File: config.mk
export PLATFORM = sky130hd
export DESIGN_NAME = mode_cycler_flat
export DESIGN_NICKNAME = d
export VERILOG_FILES = /design/src/rtl/mode_cycler_pkg.sv /design/src/rtl/mode_cycler_if.sv /design/src/rtl/mode_cycler_pb_conditioner.sv /design/src/rtl/mode_cycler.sv /design/src/flat_wrapper.sv
export SDC_FILE = /design/constraint.sdc
export NUM_CORES = 1
export LEC_CHECK = 0
export ABC_AREA = 1
export CAP_MARGIN = 15
export CORE_UTILIZATION = 30
export CTS_CLUSTER_SIZE = 40
export DETAILED_ROUTE_END_ITERATION = 7
export PLACE_DENSITY = 0.43
export REMOVE_ABC_BUFFERS = 1
export SLEW_MARGIN = 20
export SYNTH_ARGS = -nofsm -noshare
export SYNTH_HDL_FRONTEND = slang
export SYNTH_HIERARCHICAL = 1
export SYNTH_SLANG_ARGS = --single-unit
File: constraint.sdc
create_clock -name MHz10 -period 1.8 [get_ports MHz10]
set_clock_uncertainty 0.1 [all_clocks]
set_input_delay 0.18 -clock MHz10 [delete_from_list [all_inputs] [get_ports MHz10]]
set_output_delay 0.18 -clock MHz10 [all_outputs]
set_load 0.05 [all_outputs]
File: src/rtl/mode_cycler_pkg.sv
// -----------------------------------------------------------------------------
// mode_cycler_pkg
//   Shared constants for the mode cycler slice.
//   - wave_mode_e    : names of the seven waveform modes, in cycling order.
//   - DEFAULT_N_MODES: number of modes selectable by default.
//   - DEFAULT_MODE_W : mode bus width that fits DEFAULT_N_MODES.
// -----------------------------------------------------------------------------
package mode_cycler_pkg;

  localparam int DEFAULT_N_MODES = 7;
  localparam int DEFAULT_MODE_W  = 3;

  typedef enum logic [2:0] {
    SAWTOOTH         = 3'd0,
    SQUARE           = 3'd1,
    REVERSE_SAWTOOTH = 3'd2,
    TRIANGLE         = 3'd3,
    SINE             = 3'd4,
    TRUMPET          = 3'd5,
    VIOLIN           = 3'd6
  } wave_mode_e;

endpackage

File: src/rtl/mode_cycler_if.sv
// -----------------------------------------------------------------------------
// mode_cycler_if
//   Groups the user-facing signals of mode_cycler.
//   Inputs to the cycler : en, next_pb, prev_pb (raw buttons, active-high)
//   Outputs of the cycler: wave_mode (gated by en), mode_state (raw register),
//                          mode_changed (one-cycle pulse on a mode change)
//   Modports: master = the side driving buttons/enable, slave = mode_cycler.
// -----------------------------------------------------------------------------
interface mode_cycler_if
  import mode_cycler_pkg::*;
#(
  parameter int MODE_W = DEFAULT_MODE_W
) ();

  logic              en;
  logic              next_pb;
  logic              prev_pb;
  logic [MODE_W-1:0] wave_mode;
  logic [MODE_W-1:0] mode_state;
  logic              mode_changed;

  modport master (
    output en,
    output next_pb,
    output prev_pb,
    input  wave_mode,
    input  mode_state,
    input  mode_changed
  );

  modport slave (
    input  en,
    input  next_pb,
    input  prev_pb,
    output wave_mode,
    output mode_state,
    output mode_changed
  );

endinterface

File: src/rtl/mode_cycler_pb_conditioner.sv
// -----------------------------------------------------------------------------
// pb_conditioner
//   Turns one raw asynchronous pushbutton into single-cycle step requests.
//   Chain: 2-flop synchronizer -> debouncer -> rising-edge detect -> auto-repeat.
//   Ports:
//     clk  : system clock
//     nrst : asynchronous active-low reset (clears every flop)
//     pb   : raw button level, active-high
//     step : registered one-cycle step request
//   Timing: the first edge that samples pb high is edge 1; the accepted level
//   rises on edge DEBOUNCE+2 and step is high for the cycle after that edge,
//   so a consumer sampling step moves on edge DEBOUNCE+3.
// -----------------------------------------------------------------------------
module pb_conditioner #(
  parameter int DEBOUNCE      = 50000,
  parameter int REPEAT_DELAY  = 5000000,
  parameter int REPEAT_PERIOD = 2000000
) (
  input  logic clk,
  input  logic nrst,
  input  logic pb,
  output logic step
);

  // Debounce counter counts 0..DEBOUNCE-1.
  localparam int DB_W = (DEBOUNCE > 1) ? $clog2(DEBOUNCE) : 1;
  localparam logic [DB_W-1:0] DB_LAST = DB_W'(DEBOUNCE - 1);

  // Repeat counter is shared by the initial delay and the repeat period.
  localparam int RPT_MAX = (REPEAT_DELAY > REPEAT_PERIOD) ? REPEAT_DELAY : REPEAT_PERIOD;
  localparam int RPT_W   = (RPT_MAX > 1) ? $clog2(RPT_MAX) : 1;
  localparam logic [RPT_W-1:0] DELAY_LAST  = (REPEAT_DELAY > 0) ? RPT_W'(REPEAT_DELAY - 1) : '0;
  localparam logic [RPT_W-1:0] PERIOD_LAST = RPT_W'(REPEAT_PERIOD - 1);

  logic [1:0]       sync_q, sync_d;
  logic             level_q, level_d;
  logic [DB_W-1:0]  db_cnt_q, db_cnt_d;
  logic [RPT_W-1:0] rpt_cnt_q, rpt_cnt_d;
  logic             rpt_armed_q, rpt_armed_d;   // 0: waiting REPEAT_DELAY, 1: periodic
  logic             step_q, step_d;

  always_comb begin
    sync_d      = {sync_q[0], pb};
    level_d     = level_q;
    db_cnt_d    = db_cnt_q;
    rpt_cnt_d   = rpt_cnt_q;
    rpt_armed_d = rpt_armed_q;
    step_d      = 1'b0;

    // Debounce: any agreeing cycle clears the run; DEBOUNCE differing cycles flip.
    if (sync_q[1] == level_q) begin
      db_cnt_d = '0;
    end else if (db_cnt_q == DB_LAST) begin
      level_d  = ~level_q;
      db_cnt_d = '0;
    end else begin
      db_cnt_d = db_cnt_q + 1'b1;
    end

    // Step on the accepted rising edge, then auto-repeat while the level
    // stays high (level_q and level_d both high, so a falling level never
    // produces a final repeat).
    if (level_d && !level_q) begin
      step_d      = 1'b1;
      rpt_cnt_d   = '0;
      rpt_armed_d = 1'b0;
    end else if (level_d && level_q && (REPEAT_DELAY > 0)) begin
      if (!rpt_armed_q) begin
        if (rpt_cnt_q == DELAY_LAST) begin
          step_d      = 1'b1;
          rpt_cnt_d   = '0;
          rpt_armed_d = 1'b1;
        end else begin
          rpt_cnt_d = rpt_cnt_q + 1'b1;
        end
      end else begin
        if (rpt_cnt_q == PERIOD_LAST) begin
          step_d    = 1'b1;
          rpt_cnt_d = '0;
        end else begin
          rpt_cnt_d = rpt_cnt_q + 1'b1;
        end
      end
    end else begin
      rpt_cnt_d   = '0;
      rpt_armed_d = 1'b0;
    end
  end

  always_ff @(posedge clk or negedge nrst) begin
    if (!nrst) begin
      sync_q      <= '0;
      level_q     <= 1'b0;
      db_cnt_q    <= '0;
      rpt_cnt_q   <= '0;
      rpt_armed_q <= 1'b0;
      step_q      <= 1'b0;
    end else begin
      sync_q      <= sync_d;
      level_q     <= level_d;
      db_cnt_q    <= db_cnt_d;
      rpt_cnt_q   <= rpt_cnt_d;
      rpt_armed_q <= rpt_armed_d;
      step_q      <= step_d;
    end
  end

  assign step = step_q;

endmodule

File: src/rtl/mode_cycler.sv
// -----------------------------------------------------------------------------
// mode_cycler
//   Cycles a mode register up/down with two debounced pushbuttons.
//   Ports:
//     MHz10 : system clock (rising edge)
//     nrst  : asynchronous active-low reset
//     bus   : mode_cycler_if.slave
//             en, next_pb, prev_pb in; wave_mode, mode_state, mode_changed out
//   Button conditioning lives in pb_conditioner (one per button); this module
//   only holds the mode register and the step arithmetic. Steps are dropped
//   while en=0; simultaneous next/prev steps cancel; ends wrap or saturate
//   according to WRAP. An out-of-range register value is forced to 0.
// -----------------------------------------------------------------------------
module mode_cycler
  import mode_cycler_pkg::*;
#(
  parameter int N_MODES       = DEFAULT_N_MODES,
  parameter int MODE_W        = DEFAULT_MODE_W,
  parameter int DEBOUNCE      = 50000,
  parameter int REPEAT_DELAY  = 5000000,
  parameter int REPEAT_PERIOD = 2000000,
  parameter int WRAP          = 1
) (
  input  logic          MHz10,
  input  logic          nrst,
  mode_cycler_if.slave  bus
);

  localparam logic [MODE_W-1:0] LAST_MODE = MODE_W'(N_MODES - 1);

  // Index 0 = next button, index 1 = prev button.
  logic [1:0] pb_raw;
  logic [1:0] pb_step;

  assign pb_raw = {bus.prev_pb, bus.next_pb};

  for (genvar gi = 0; gi < 2; gi++) begin : g_pb
    pb_conditioner #(
      .DEBOUNCE      (DEBOUNCE),
      .REPEAT_DELAY  (REPEAT_DELAY),
      .REPEAT_PERIOD (REPEAT_PERIOD)
    ) u_pb (
      .clk  (MHz10),
      .nrst (nrst),
      .pb   (pb_raw[gi]),
      .step (pb_step[gi])
    );
  end

  logic [MODE_W-1:0] mode_q, mode_d;
  logic              changed_q, changed_d;

  always_comb begin
    mode_d = mode_q;
    if (int'(mode_q) >= N_MODES) begin
      mode_d = '0;
    end else if (bus.en && (pb_step[0] != pb_step[1])) begin
      if (pb_step[0]) begin
        if (mode_q == LAST_MODE) mode_d = (WRAP != 0) ? '0 : mode_q;
        else                     mode_d = mode_q + 1'b1;
      end else begin
        if (mode_q == '0) mode_d = (WRAP != 0) ? LAST_MODE : mode_q;
        else              mode_d = mode_q - 1'b1;
      end
    end
    // A saturated step leaves mode_d == mode_q, so no pulse.
    changed_d = (mode_d != mode_q);
  end

  always_ff @(posedge MHz10 or negedge nrst) begin
    if (!nrst) begin
      mode_q    <= '0;
      changed_q <= 1'b0;
    end else begin
      mode_q    <= mode_d;
      changed_q <= changed_d;
    end
  end

  assign bus.mode_state   = mode_q;
  assign bus.mode_changed = changed_q;
  assign bus.wave_mode    = bus.en ? mode_q : '0;

endmodule

File: src/flat_wrapper.sv
// flat-port wrapper written by rule: the top's interface ports become plain ports
module mode_cycler_flat import mode_cycler_pkg::*;
#(
  parameter int N_MODES       = DEFAULT_N_MODES,
  parameter int MODE_W        = DEFAULT_MODE_W,
  parameter int DEBOUNCE      = 50000,
  parameter int REPEAT_DELAY  = 5000000,
  parameter int REPEAT_PERIOD = 2000000,
  parameter int WRAP          = 1
)
  (MHz10, nrst, bus_en, bus_next_pb, bus_prev_pb, bus_wave_mode, bus_mode_state, bus_mode_changed);
  mode_cycler_if #(.MODE_W(MODE_W)) bus_i ();
  input  logic MHz10;
  input  logic nrst;
  input wire logic [$bits(bus_i.en)-1:0] bus_en;
  input wire logic [$bits(bus_i.next_pb)-1:0] bus_next_pb;
  input wire logic [$bits(bus_i.prev_pb)-1:0] bus_prev_pb;
  output wire logic [$bits(bus_i.wave_mode)-1:0] bus_wave_mode;
  output wire logic [$bits(bus_i.mode_state)-1:0] bus_mode_state;
  output wire logic [$bits(bus_i.mode_changed)-1:0] bus_mode_changed;
  assign bus_i.en = bus_en;
  assign bus_i.next_pb = bus_next_pb;
  assign bus_i.prev_pb = bus_prev_pb;
  assign bus_wave_mode = bus_i.wave_mode;
  assign bus_mode_state = bus_i.mode_state;
  assign bus_mode_changed = bus_i.mode_changed;
  mode_cycler #(.N_MODES(N_MODES), .MODE_W(MODE_W), .DEBOUNCE(DEBOUNCE), .REPEAT_DELAY(REPEAT_DELAY), .REPEAT_PERIOD(REPEAT_PERIOD), .WRAP(WRAP)) u_core (.MHz10(MHz10), .nrst(nrst), .bus(bus_i));
endmodule
# Word-level counts from Yosys, hierarchy flattened

Cells that the tools add are included.

Register bits: 92
Latch bits: 0
Memory bits (writable): 0
Bits in read-only memories: 0
Bits of input ports: 5
Output and inout port bits: 7
Logic and storage cells: 82
Memories kept: 0

Add/sub/neg operators: 6
Multiply operators: 0
Divide/modulo/power cells: 0
$lt $le $gt $ge: 1
Equal/unequal tests: 11
Shifts and indexed selects: 0
Multiplexer cells: 40
Bitwise logic cells: 2
Reduce and logical (&&, ||, !) cells: 8

Operators with widths:

| kind                  | count |
|---|---|
| $mux 23               | 10 |
| $mux 16               | 4 |
| $add 23x1->23 const B | 2 |
| $eq 23x21->1 const B  | 2 |
| $eq 23x23->1 const B  | 2 |
| $add 16x1->16 const B | 2 |
| $eq 16x16->1 const B  | 2 |
| $mux 1                | 20 |
| $mux 3                | 6 |
| $logic_and 1x1->1     | 5 |
| $add 3x1->3 const B   | 1 |
| $eq 3x3->1 const B    | 1 |
| $ge 3x3->1 const B    | 1 |
| $logic_not 3->1       | 1 |
| $ne 3x3->1            | 1 |
| $sub 3x1->3 const B   | 1 |
| $eq 1x1->1            | 2 |
| $logic_not 1->1       | 2 |
| $not 1->1             | 2 |
| $ne 1x1->1            | 1 |

# Depth between registers and ports, before layout

Gate-level depths: netlist of run 1.

Word-level depth: 6
Depth in mapped cells: 10
Gate-level depth less buffers: 10

# Cells and area by module

Netlist of run 1, hierarchy kept.

Modules (own cells, without submodules):

| module         | times used | cells an instance | area an instance (um2) |
|---|---|---|---|
| pb_conditioner | 2          | 318               | 2,408.6 |
| mode_cycler    | 1          | 67                | 430.4 |

# Least setup slack after synthesis of run 1

OpenSTA, ideal clock, no wires.

Kind: reg2reg
Start: reg u_core.mode_q[0] (netlist: u_core/bus.mode_state[0])
End: reg u_core.changed_q (netlist: u_core/bus.mode_changed)
Data arrival time: 1.752 ns
Required time: 1.576 ns
Slack: -0.176 ns
Cell stages (with the launch flop): 10
Path buffers: 0
Path through: dfrtp_1 > inv_1 > ha_1 > or2_2 > nand3_1 > nand2_1 > nand2_1 > nand2_1 > nand2_1 > nand3_1

Word-level cells in the longest chain between the ends: 6
Elaborated cells on any way between the ends: 11
Those cells by class: add/sub: 2; order compare: 1; eq/ne: 2; mux: 5; reduce/logical: 1

Ends and longest elaborated chain:

| element                             | line                                 | text |
|---|---|---|
| start, declared                     | mode_cycler.sv:50                    | `logic [MODE_W-1:0] mode_q, mode_d;` |
| start signal, assigned              | mode_cycler.sv:75                    | `mode_q <= mode_d;` |
| $sub 3x1->3 (tied with other cells) | mode_cycler.sv:63                    | `else mode_d = mode_q - 1'b1;` |
| $mux 3, on equally long branches    | mode_cycler.sv:62, mode_cycler.sv:59 |  |
| $mux 3                              | mode_cycler.sv:58                    | `if (pb_step[0]) begin` |
| $mux 3                              | mode_cycler.sv:57                    | `end else if (bus.en && (pb_step[0] != pb_step[1])) begin` |
| $mux 3                              | mode_cycler.sv:55                    | `if (int'(mode_q) >= N_MODES) begin` |
| $ne 3x3->1 (*)                      | mode_cycler.sv:67                    | `changed_d = (mode_d != mode_q);` |
| net u_core.changed_d                | mode_cycler.sv:51                    | `logic changed_q, changed_d;` |
| end signal, assigned                | mode_cycler.sv:76                    | `changed_q <= changed_d;` |
| end, declared                       | mode_cycler.sv:51                    |  |

Mark *: on every way through the listed nets, which the timed path passes. The rest lies on a longest branch.

# Worst setup path after layout of run 1

Start: reg u_core.changed_q (netlist: u_core/bus.mode_changed)
End: out bus_mode_changed

RTL lines:

| element       | line               | text |
|---|---|---|
| end, declared | flat_wrapper.sv:20 | `output wire logic [$bits(bus_i.mode_changed)-1:0] bus_mode_changed;` |

No word-level cell between the ends.

==> impl_metrics.json, run 1 <==
{
  "syn2layout_area_growth_pct": 18.4,
  "cp-end-kind": "output pin",
  "cp_slowest_cell": "clkdlybuf4s50_1",
  "drtPass1Iterations": 5,
  "seq_area_frac_synth": 0.439,
  "cp.required_ns": 1.52,
  "antenna_found_initial": 0,
  "clock_sinks": 92,
  "ir_drop_mv": 0.467,
  "ys.flop_type": "dfrtp_1",
  "netlist_instances": 703,
  "critPathLaunchType": "flop",
  "status": "completed",
  "avgSynthCellArea_um2": 7.46,
  "drc": 0,
  "ioPinCount": 12,
  "clk-insertion-delay-late_ns": 0.35,
  "yosysTopAreaCell": "dfrtp_1",
  "setup_tns_ns": 0,
  "synth.area.top_cells": "dfrtp_1 (44%), nor2_1 (12%), nand2_1 (11%)",
  "startpoint": "u_core/bus.mode_changed$_DFF_PN0_",
  "root_buffer": "clkbuf_16",
  "rows": 47,
  "cp_max_fo": 1,
  "path_clk_slew_ns": 0.06,
  "instances_no_fill": 979,
  "min-delay-start": "bus_next_pb",
  "slew_headroom": 0.674,
  "core_area_um2": 16800,
  "cts_tree": "done",
  "crit_type": "reg -> out",
  "hold_viol": 0,
  "finalSetupViolations": 0,
  "die-area_um2": 18000,
  "nets": 770,
  "grt_pass1_wl_mm": 20.4,
  "rr_startpoint": "u_core/g_pb[1].u_pb/rpt_cnt_q[0]$_DFF_PN0_",
  "maxCapViolCount": 0,
  "pre_cts_ws_ns": 0.0646,
  "fin_ws_ns": 0.0636,
  "grt_pass1_vias": 4288,
  "cp_data_arrival_time_ns": 1.46,
  "portBuffers": 11,
  "worst-path-buf-inv": 1,
  "vias": 4457,
  "synthArstFlopShare": 1.00,
  "cts_buffers": 9,
  "leakagePower_nw": 2.63,
  "power_mw": 3.93,
  "yosysWarningCount": 6,
  "wl_per_cell_um": 12.0,
  "grt_max_degree": 32,
  "synth_top_area_share": 0.439,
  "grt_overflow": 0,
  "gp_congestion": 0.836,
  "h-tree-depth": 3,
  "critPathTopFamily": "buffers and inverters",
  "powerDensity_nw_per_um2": 633,
  "ant_nets": 0,
  "period_minus_slack_ns": 1.74,
  "totalWireLength_mm": 11.7,
  "path_cells": "clkdlybuf4s50_1",
  "dieHeight_um": 134,
  "hpwl_mm": 8.84,
  "worstMarginPinSlew_ns": 0.487,
  "diodes": 0,
  "initial_core_util": 0.312,
  "synth_seq_cells": 92,
  "synthesis.area_um2": 5250,
  "synth_edf_count": 0,
  "ctsLongestPathBuffers": 2,
  "rsz0062_at_grt": "false",
  "synth_commonest_cells": "nor2_1 (162), nand2_1 (158), dfrtp_1 (92)",
  "fin_crit_sh": 0.965,
  "avgViaCountPerCell": 4.55,
  "synth.most_common_cell": "nor2_1",
  "grt_usage": 0.143,
  "post_route_cells_drive_above_1_share": 0.120,
  "fp.dieW_um": 134,
  "min_path_type": "in -> reg",
  "first_iter_violations": 204,
  "fmax_mhz": 576,
  "slew_viol_final": 0,
  "fillers": 1803,
  "yosysUniqueCellTypes": 27,
  "dp.cells": 958,
  "slowest_delay_ns": 0.79
}
-- layout by cell type (no fill, tap or decap), drive strengths merged --
master         count
a211oi             1
a21oi             20
buf               38
clkbuf            13
clkdlybuf4s50      4
clkinv             1
clkinvlp           1
dfrtp             92
dlygate4sd3        1
ha                10
inv               86
nand2            163
nand3             68
nand3b             4
nand4             13
nor2             174
nor3              14
nor3b              4
o21ai              7
o21bai             2
o31ai              2
or2                3
xnor2              6
xor2              32
-- sequential cells by signal (all words and copies together) (netlist names) --
register and cells:
u_core/g_pb.u_pb/step 2, u_core/g_pb.u_pb/level_q 2, u_core/g_pb.u_pb/sync_q 4, u_core/bus.mode_state 3, u_core/g_pb.u_pb/rpt_armed_q 2, u_core/bus.mode_changed 1, u_core/g_pb.u_pb/rpt_cnt_q 46, u_core/g_pb.u_pb/db_cnt_q 32
-- area by class of cell --
type / instances / area [µm²] / share of cell area
clock buffers: 13 / 240 / 0.0387
flip-flops and latches: 92 / 2300 / 0.371
well taps: 220 / 275 / 0.0443
repair buffers: 43 / 435 / 0.0701
clock inverters: 2 / 12.5 / 0.00201
inverters: 86 / 323 / 0.0520
multi-input cells: 523 / 2620 / 0.422
-- what timing repair did --
action	in CTS	in global routing
endpoints found under the hold margin	28	0
hold buffers	1	0
setup endpoints to repair	0	34
resized for setup	0	9
buffers inserted	0	5
-- cells by family after synthesis --
logic type                 after synthesis  synth area share
AOI/OAI and AO/OA                       32            0.0336
xor gates and xnor gates                38            0.0634
adders and majority gates               10            0.0238
buffers and inverters                   88            0.0672
DFF                                     92             0.439
and+or+nand+nor                        443             0.373
-- path summary, 6_finish.rpt --
check	endpoint	slack, ns	depth (start not counted)
min	u_core/g_pb[0].u_pb/sync_q[0]$_DFF_PN0_	0.17	1
min in group asynchronous	u_core/g_pb[1].u_pb/rpt_cnt_q[16]$_DFF_PN0_	0.25	2
max in group asynchronous	u_core/g_pb[0].u_pb/db_cnt_q[7]$_DFF_PN0_	0.75	3
max reg2reg	u_core/g_pb[1].u_pb/rpt_cnt_q[0]$_DFF_PN0_	0.13	9
max	bus_mode_changed	0.06	1
min reg2reg	u_core/g_pb[1].u_pb/sync_q[1]$_DFF_PN0_	0.26	0
-- report_power, final --
part           switching, mW  leakage [nW]  total (mW)  internal (mW)
clock                  0.774         0.120        1.70          0.929
combinational         0.0862          1.25       0.135         0.0486
sequential            0.0102          1.26        2.09           2.08
total                  0.870          2.63        3.93           3.06
-- layer usage --
layer,routed length [µm],GRT usage,vias up
li1,-,-,2317
met1,5870,0.193,2076
met2,5390,0.228,53
met3,311,0.0197,11
met4,152,0.0593,0
met5,0,0,-
-- stage by stage --
step                      cell area [µm²]  hold WS [ns]   util
after floorplan                      5220        -0.216      -
after global placement               5880        0.0696  0.350
after detailed placement             5880        0.0654  0.350
after CTS                            6140         0.156  0.365
after global routing                 6210         0.164  0.369
final                                6210         0.173  0.369
-- worst reg2reg max path, cell delays in order (launching register included) --
cell	delay [ns]
dfrtp_1	0.41
ha_4	0.17
nand3_4	0.11
nor2_4	0.19
inv_2	0.07
nor2_4	0.08
nand3_1	0.12
nand3_2	0.12
buf_12	0.15
nor2_1	0.05
(Power assumes the default switching activity.)
==> run 2: changes to the inputs <==
CAP_MARGIN = 10   (was 15)
==> results of run 2 <==
The final DEF is identical to that of run 1; final timing and power are the same.
